<file path="config.mk">
export PLATFORM = sky130hd
export DESIGN_NAME = jam_cost_table
export DESIGN_NICKNAME = d
export VERILOG_FILES = /design/src/rtl/jam_cost_table.sv
export SDC_FILE = /design/constraint.sdc
export NUM_CORES = 1
export LEC_CHECK = 0
export CAP_MARGIN = 20
export CELL_PAD_IN_SITES_DETAIL_PLACEMENT = 1
export CELL_PAD_IN_SITES_GLOBAL_PLACEMENT = 1
export CORE_MARGIN = 2
export CORE_UTILIZATION = 48
export DETAILED_ROUTE_END_ITERATION = 7
export PLACE_DENSITY_LB_ADDON = 0.1
export SETUP_SLACK_MARGIN = 0.05
export SLEW_MARGIN = 25
export SYNTH_ARGS = -nofsm -noshare
export SYNTH_HDL_FRONTEND = slang
export SYNTH_SLANG_ARGS = --single-unit
</file>
<file path="constraint.sdc">
create_clock -name CLK -period 16.75 [get_ports CLK]
set_input_delay 3.35 -clock CLK [delete_from_list [all_inputs] [get_ports CLK]]
set_output_delay 3.35 -clock CLK [all_outputs]
set_load 0.01 [all_outputs]
</file>
<file path="src/rtl/jam_cost_table.sv">
// rtl/jam_cost_table.sv - 8x8 cost-matrix store feeding the JAM assignment engine
//
// Loads a 2^IDX_W x 2^IDX_W cost table from a valid/ready stream in row-major
// (worker-major) order. It answers (W, J) lookups combinationally and holds JAM
// in reset until a complete table is present.
//
// Optional feature: define JAM_COST_TABLE_PARITY_EN to enable even-parity
// checking of the incoming entries. A load that contains any bad entry ends in
// IDLE instead of READY.
//
// Ports:
//   CLK          clock, all state on rising edge
//   RST          asynchronous, active-high reset
//   load_start   single-cycle request to (re)load the table
//   in_valid     upstream data valid
//   in_ready     table accepting data (state LOAD)
//   in_data      cost entry, row-major order
//   in_par       even-parity bit over in_data (parity build only)
//   W, J         worker / job lookup index from JAM
//   Cost         table[W][J] in READY, 0 otherwise
//   table_ready  complete, valid table held
//   jam_rst      registered reset to JAM, high until table valid
//   load_err     one-cycle pulse: load_start seen while loading
//   par_err      sticky parity failure flag (tied 0 without parity build)

module jam_cost_table #(
    parameter int COST_W = 7,
    parameter int IDX_W  = 3
) (
    input  logic              CLK,
    input  logic              RST,
    input  logic              load_start,
    input  logic              in_valid,
    output logic              in_ready,
    input  logic [COST_W-1:0] in_data,
    input  logic              in_par,
    input  logic [IDX_W-1:0]  W,
    input  logic [IDX_W-1:0]  J,
    output logic [COST_W-1:0] Cost,
    output logic              table_ready,
    output logic              jam_rst,
    output logic              load_err,
    output logic              par_err
);

    localparam int AW    = 2 * IDX_W;
    localparam int N_ENT = 1 << AW;

    typedef enum logic [1:0] {
        IDLE  = 2'd0,
        LOAD  = 2'd1,
        READY = 2'd2
    } state_t;

    state_t            state_q, state_d;
    logic [AW-1:0]     idx_q, idx_d;
    logic [COST_W-1:0] tbl_q [N_ENT];
    logic              jam_rst_q;
    logic              load_err_q;
    logic              par_err_q, par_err_d;

    logic              accept;
    logic              restart;
    logic              bad_par;

`ifdef JAM_COST_TABLE_PARITY_EN
    assign bad_par = ^{in_data, in_par};
`else
    logic unused_par;
    assign unused_par = in_par;
    assign bad_par    = 1'b0;
`endif

    // A load_start while loading takes priority and swallows the same-cycle beat.
    assign restart = (state_q == LOAD) && load_start;
    assign accept  = (state_q == LOAD) && in_valid && !load_start;

    always_comb begin
        state_d   = state_q;
        idx_d     = idx_q;
        par_err_d = par_err_q;
        case (state_q)
            IDLE, READY: begin
                if (load_start) begin
                    state_d   = LOAD;
                    idx_d     = '0;
                    par_err_d = 1'b0;
                end
            end
            LOAD: begin
                if (restart) begin
                    idx_d = '0;
                end else if (accept) begin
                    idx_d = idx_q + 1'b1;
                    if (bad_par) begin
                        par_err_d = 1'b1;
                    end
                    // Last entry: the index never wraps because LOAD is left here.
                    if (idx_q == {AW{1'b1}}) begin
                        state_d = (par_err_q || bad_par) ? IDLE : READY;
                    end
                end
            end
            default: begin
                state_d = IDLE;
                idx_d   = '0;
            end
        endcase
    end

    always_ff @(posedge CLK or posedge RST) begin
        if (RST) begin
            state_q    <= IDLE;
            idx_q      <= '0;
            jam_rst_q  <= 1'b1;
            load_err_q <= 1'b0;
            par_err_q  <= 1'b0;
            for (int i = 0; i < N_ENT; i++) begin
                tbl_q[i] <= '0;
            end
        end else begin
            state_q    <= state_d;
            idx_q      <= idx_d;
            // Registered from the next state so JAM's reset edge lines up with
            // the state entering or leaving READY.
            jam_rst_q  <= (state_d != READY);
            load_err_q <= restart;
            par_err_q  <= par_err_d;
            if (accept) begin
                tbl_q[idx_q] <= in_data;
            end
        end
    end

    assign in_ready    = (state_q == LOAD);
    assign table_ready = (state_q == READY);
    assign Cost        = (state_q == READY) ? tbl_q[{W, J}] : '0;
    assign jam_rst     = jam_rst_q;
    assign load_err    = load_err_q;

`ifdef JAM_COST_TABLE_PARITY_EN
    assign par_err = par_err_q;
`else
    assign par_err = 1'b0;
`endif

endmodule

</file>
==> results of run 1 <==
==> cells by family after synthesis <==
family          Yosys count  share of synthesized area, %
mux                     597                         37.74
flops                   458                         53.76
simple gates            153                         3.897
buf+inv                 111                         2.670
compound gates           60                         1.814
fa+ha+maj                 1                       0.05868
other cells               1                       0.01759
xor+xnor                  1                       0.04109
==> metal layers <==
metal / routed length, um / vias to the layer above / track usage, %
met5: 0 / - / 0
met4: 1396 / 0 / 6.852
met3: 1729 / 85 / 3.708
met2: 26140 / 169 / 38.96
met1: 24520 / 6622 / 33.60
li1: - / 5164 / -
==> cells in the final DEF (no fill, tap or decap), drive strengths merged, types with 6 or more instances in the layout <==
cell             n
dfrtp          457
mux2           450
mux4           118
clkbuf          78
nand2           49
nor2            47
buf             35
mux2i           29
clkdlybuf4s50   17
o21ai           17
nand3           14
a21oi           11
nand3b           7
o22ai            6
clkinv           6
nor3b            6
nor3             6
==> sequential cells by signal, indices dropped and copies added, names as in the netlist <==
| name | count |
|---|---|
| state_q | 2 |
| idx_q | 6 |
| tbl_q | 448 |
| load_err | 1 |
| jam_rst | 1 |
==> path summary, 6_finish.rpt <==
check                           start          to
setup / recovery                 J[0]     Cost[4]
hold / removal             tbl_q[300]  tbl_q[300]
setup reg to reg           state_q[1]  tbl_q[208]
max in group asynchronous         RST  tbl_q[163]
min in group asynchronous         RST  tbl_q[252]
hold reg to reg            tbl_q[300]  tbl_q[300]
==> critical path, stage by stage <==
cell and delay (ns):
buf_4 0.09, buf_4 0.68, buf_4 0.71, mux4_2 0.62, mux2i_1 0.35, nand3_1 0.20, o2111ai_1 0.21, o21ai_0 0.29
clkdlybuf4s50_1 0.56
==> synthesized netlist by cell type, drive strengths merged, types with 2 or more instances <==
cell	n	area share (%)
nor2b	3	0.088
nand3	14	0.35
mux2i	29	1.4
nand2b	3	0.088
or2	2	0.059
nand3b	7	0.25
a21oi	11	0.26
o22a	2	0.082
o2111ai	2	0.082
or3	3	0.088
nor2	47	1.2
clkbuf	61	1.1
and3	2	0.059
mux2	450	24
o22ai	6	0.18
nor3b	6	0.23
and2	2	0.059
and3b	4	0.16
buf	46	1.5
mux4	118	13
o211ai	3	0.11
or3b	5	0.21
inv	4	0.070
dfrtp	457	54
o21ai	17	0.40
nor3	6	0.19
a22oi	5	0.18
a211oi	4	0.14
nand2	49	0.86
==> through the flow <==
step                      area (sq um)  hold WS, ns
after floorplan                  21320       0.4558
after global placement           21930       0.4712
after detailed placement         21940       0.4854
after CTS                        23570       0.5000
after global routing             23570       0.5118
final                            23570       0.4949
==> power by group through the flow <==
stage          Sequential, mW  Combinational [mW]  Clock, mW
2_1_floorplan            1.15              0.0931          0
3_3_place_gp             1.15               0.126          0
3_5_place_dp             1.15               0.129          0
4_1_cts                  1.13               0.129       1.12
5_1_grt                  1.14               0.137       1.17
6_report                 1.13               0.126       1.10
==> final cells by class <==
cell class / instances / area (sq um) / share of cell area, %
Sequential cell: 458 / 11460 / 48.62
Multi-Input combinational cell: 813 / 9289 / 39.40
Clock buffer: 78 / 1558 / 6.608
Tap cell: 592 / 740.7 / 3.142
Timing Repair Buffer: 52 / 425.4 / 1.805
Clock inverter: 9 / 76.32 / 0.3238
Inverter: 4 / 22.52 / 0.09554
==> flow_summary.toml, run 1 <==
[status]
outcome = "complete, no violations"

[clock_network]
path_clk_slew_ns = 0.06
cts.sinks = 458
root_buffer = "clkbuf_16"
clkLatencyLatePin_ns = 0.59
postCtsSetupRepairBufs = 0
cts_resized = 0
cts_tree = "done"
hold_buffers = 0
htreeDepth = 2
max-clock-path-buffers = 3
cts_buffers = 50

[drt]
drtAntennaViolNets = 0
vias_per_cell = 6.002
drt_pre_antenna_iters = 4
drc_errors = 0
wl_um = 53780
drt_iter0_drc = 792
vias = 12040
post_drt_wl_per_cell_um = 26.81

[setup_path]
rrSetupSlack_ns = 13.62
critPathLaunchType = "input pin"
cp.required_ns = 13.40
cp.arrival_ns = 7.10
cp_max_fo = 42
endpoint_kind = "output pin"
critPathKind = "input pin to output pin"
ff2ff_path_depth = 5

[global_route]
antenna_found_initial = 1
grt_pass1_vias = 13070
track_usage_pct = 23.94
grt_max_degree = 131
grt_pass1_wl_um = 83120
overflow = 0

[synth]
synth_cell_types = 57
synth-edff-count = 0
synth_flop_cell = "dfrtp_1"
ys_seq_elements = 458
synthArstFlopShare_pct = 100.0
syn_inst = 1382
synth_fp_nets = 1401
ys.warnings.count = 0
yosysSeqAreaShare_pct = 53.76
avgSynthCellArea_sq_um = 15.43
syn-cell-area_sq_mm = 0.02132

[timing]
timing.final.ws_setup_ns = 6.304
min_period_ns = 10.45
max_freq_ghz = 0.09573
slew_viol_final = 0
final_hold_viol_count = 0
clock_skew_ns = 0.01674
tns_ns = 0
tightest_slew_ns = 1.019
fin_crit_sh_pct = 62.37
timing.slew.headroom_pct = 31.86
setup_viol = 0
rsz0062_at_grt = "false"

[floorplan]
rows = 77
core_area_sq_mm = 0.04403
fp.dieW_um = 214.8
start_util_pct = 48.42
ios = 30
die_y_um = 214.8
die_area_sq_mm = 0.04612

[cells_and_area]
diodes = 0
final_core_util_pct = 53.54
synthToLayoutAreaGrowth_pct = 10.57
nets = 1398
fin_cells = 2006
drive_gt1_share_pct = 50.42
nFillCells = 4146

[place]
dp_hpwl_um = 32560
dpl.cell_count = 1919
gp_congestion = 0.7596
port_buffers = 27
pre_cts_ws_ns = 6.254

[power]
p_sw_mw = 0.5391
p_leak_nw = 11.26
intPower_mw = 1.818
power_density_mw_per_mm2 = 99.99
clkPwrFrac_pct = 46.5
seqPwrFrac_pct = 48.1
p_comb_share_pct = 5.3
max-vdd-ir-drop_uv = 70.75
p_sw_share_pct = 22.87
power_mw = 2.357

[worst_hold_path]
hold_path.class = "register to register"
min_path_cells = 1

[run]
cap_viol_max_count = 0
No activity file was read; power rests on OpenSTA's default activity.
==> inputs of run 2 (changes only) <==
==> constraint.sdc (replaced) <==
create_clock -name CLK -period 9.24 [get_ports CLK]
set_input_delay 1.848 -clock CLK [delete_from_list [all_inputs] [get_ports CLK]]
set_output_delay 1.848 -clock CLK [all_outputs]
set_load 0.01 [all_outputs]
==> run 2 against run 1 <==
Against the previous run:
- register-to-register slack got worse by 7.4 ns
- via count barely moved
- global-route usage rose by 0.41 points
- total power rose by 86%
- critical endpoint is now Cost[2]
- highest routed layer unchanged
==> flow_summary.toml, run 2 (synthesis results as in run 1) <==
[status]
outcome = "complete, no violations"

[floorplan]
ios = 30
die_area_sq_mm = 0.04612
rows = 77
core_area_sq_mm = 0.04403
fp.dieW_um = 214.8
die_y_um = 214.8
start_util_pct = 48.42

[setup_path]
critPathLaunchType = "input pin"
crit_path_start = "W[1]"
cp_max_fo = 19
cp-endpoint = "Cost[2]"
endpoint_kind = "output pin"
cp.required_ns = 7.39
r2r_start = "state_q[1]"
rrSetupSlack_ns = 6.21
ff2ff_path_depth = 5
timing.rr.end = "tbl_q[147]"
cp.arrival_ns = 5.08
critPathKind = "input pin to output pin"

[drt]
vias = 12030
drt_pre_antenna_iters = 5
vias_per_cell = 5.979
drc_errors = 0
wl_um = 54220
drtAntennaViolNets = 0
drt_iter0_drc = 614
post_drt_wl_per_cell_um = 26.95

[timing]
final_hold_viol_count = 0
min_period_ns = 6.931
timing.final.ws_setup_ns = 2.309
slew_viol_final = 0
tightest_slew_ns = 1.054
max_freq_ghz = 0.1443
rsz0062_at_grt = "false"
setup_viol = 0
tns_ns = 0
fin_crit_sh_pct = 75.01
clock_skew_ns = 0.01498
timing.slew.headroom_pct = 29.75

[cells_and_area]
diodes = 0
synthToLayoutAreaGrowth_pct = 11.33
largest_reg_flops = 448
final_core_util_pct = 53.91
drive_gt1_share_pct = 50.35
top_regs = "tbl_q: 448 flops, idx_q: 6 flops, state_q: 2 flops"
layout_common_cells = "457 x dfrtp_1, 443 x mux2_2, 109 x mux4_2"
nets = 1400
top_register = "tbl_q"
final_common_cell = "dfrtp_1"

[place]
gp_congestion = 0.7648
dp_hpwl_um = 33510
port_buffers = 27
pre_cts_ws_ns = 2.364

[clock_network]
cts_tree = "done"
cts_resized = 0
htreeDepth = 2
cts.sinks = 458
postCtsSetupRepairBufs = 0
clkLatencyLatePin_ns = 0.59
path_clk_slew_ns = 0.06
cts_buffers = 50
max-clock-path-buffers = 3
hold_buffers = 0
root_buffer = "clkbuf_16"

[power]
seqPwrFrac_pct = 46.9
p_sw_share_pct = 22.30
p_sw_mw = 0.9786
p_leak_nw = 11.32
p_comb_share_pct = 5.3
intPower_mw = 3.409
clkPwrFrac_pct = 47.8
power_density_mw_per_mm2 = 184.9
max-vdd-ir-drop_uv = 122.9

[global_route]
antenna_found_initial = 0
overflow = 0
track_usage_pct = 24.34
grt_pass1_wl_um = 84860
grt_pass1_vias = 13000
grt_max_degree = 137

[worst_hold_path]
hold_path.class = "register to register"

[run]
cap_viol_max_count = 0
run 2: cell count changes in the layout (fill, tap and decap cells not counted), moves of 2 or more:
cell       delta
bufinv_16     +4
clkbuf_1      +4
clkbuf_16     +2
buf_4         -2
buf_12        +3
clkbuf_8      -5
run 2: per-layer routing:
layer	track usage, %	part of all wire, %
met1	33.85	45
met2	41.19	50
met3	2.760	2.6
met4	5.995	1.8
met5	0	0
run 2: area by class of cell:
cell class,instances,area [sq um]
inverters,4,18.77
repair buffers,54,475.5
clock inverters,12,188.9
multi-input cells,813,9295
clock buffers,79,1554
fillers,4144,20290
well taps,592,740.7
flip-flops and latches,458,11460
run 2: power groups by stage:
stage               Sequential (mW)  Combinational, mW  Clock, mW
global route                   2.06              0.253       2.22
finish                         2.06              0.233       2.10
CTS                            2.06              0.240       2.15
detailed placement             2.09              0.239          0
floorplan                      2.09              0.169          0
global placement               2.09              0.233          0
run 2: critical path, cell delays in order:
cell             delay (ns)
clkdlybuf4s50_1        1.08
nand3b_1               0.31
o22ai_1                0.16
a211oi_1               0.52
o211ai_1               0.30
nand3_1                0.28
clkdlybuf4s50_1        0.58
run 2: through the flow:
| stage | total power, mW | std cells | area, sq um | hold slack (ns) |
|---|---|---|---|---|
| after detailed placement | 2.332 | 1921 | 21990 | 0.4778 |
| after CTS | 4.449 | 2012 | 23730 | 0.4951 |
| after floorplan | 2.258 | 1382 | 21320 | 0.4558 |
| after global routing | 4.537 | 2012 | 23740 | 0.5134 |
| after global placement | 2.324 | 1921 | 21980 | 0.4685 |
| final | 4.388 | 2012 | 23740 | 0.4920 |
run 2: worst min path at each step:
stage | slack (ns) | from | to | cells past startpoint
after floorplan | 0.46 | tbl_q[300] | tbl_q[300] | 1
final | 0.49 | tbl_q[159] | tbl_q[159] | 1
after global placement | 0.47 | tbl_q[160] | tbl_q[160] | 1
after detailed placement | 0.48 | tbl_q[300] | tbl_q[300] | 1
after global routing | 0.51 | tbl_q[155] | tbl_q[155] | 1
after CTS | 0.50 | tbl_q[154] | tbl_q[154] | 1
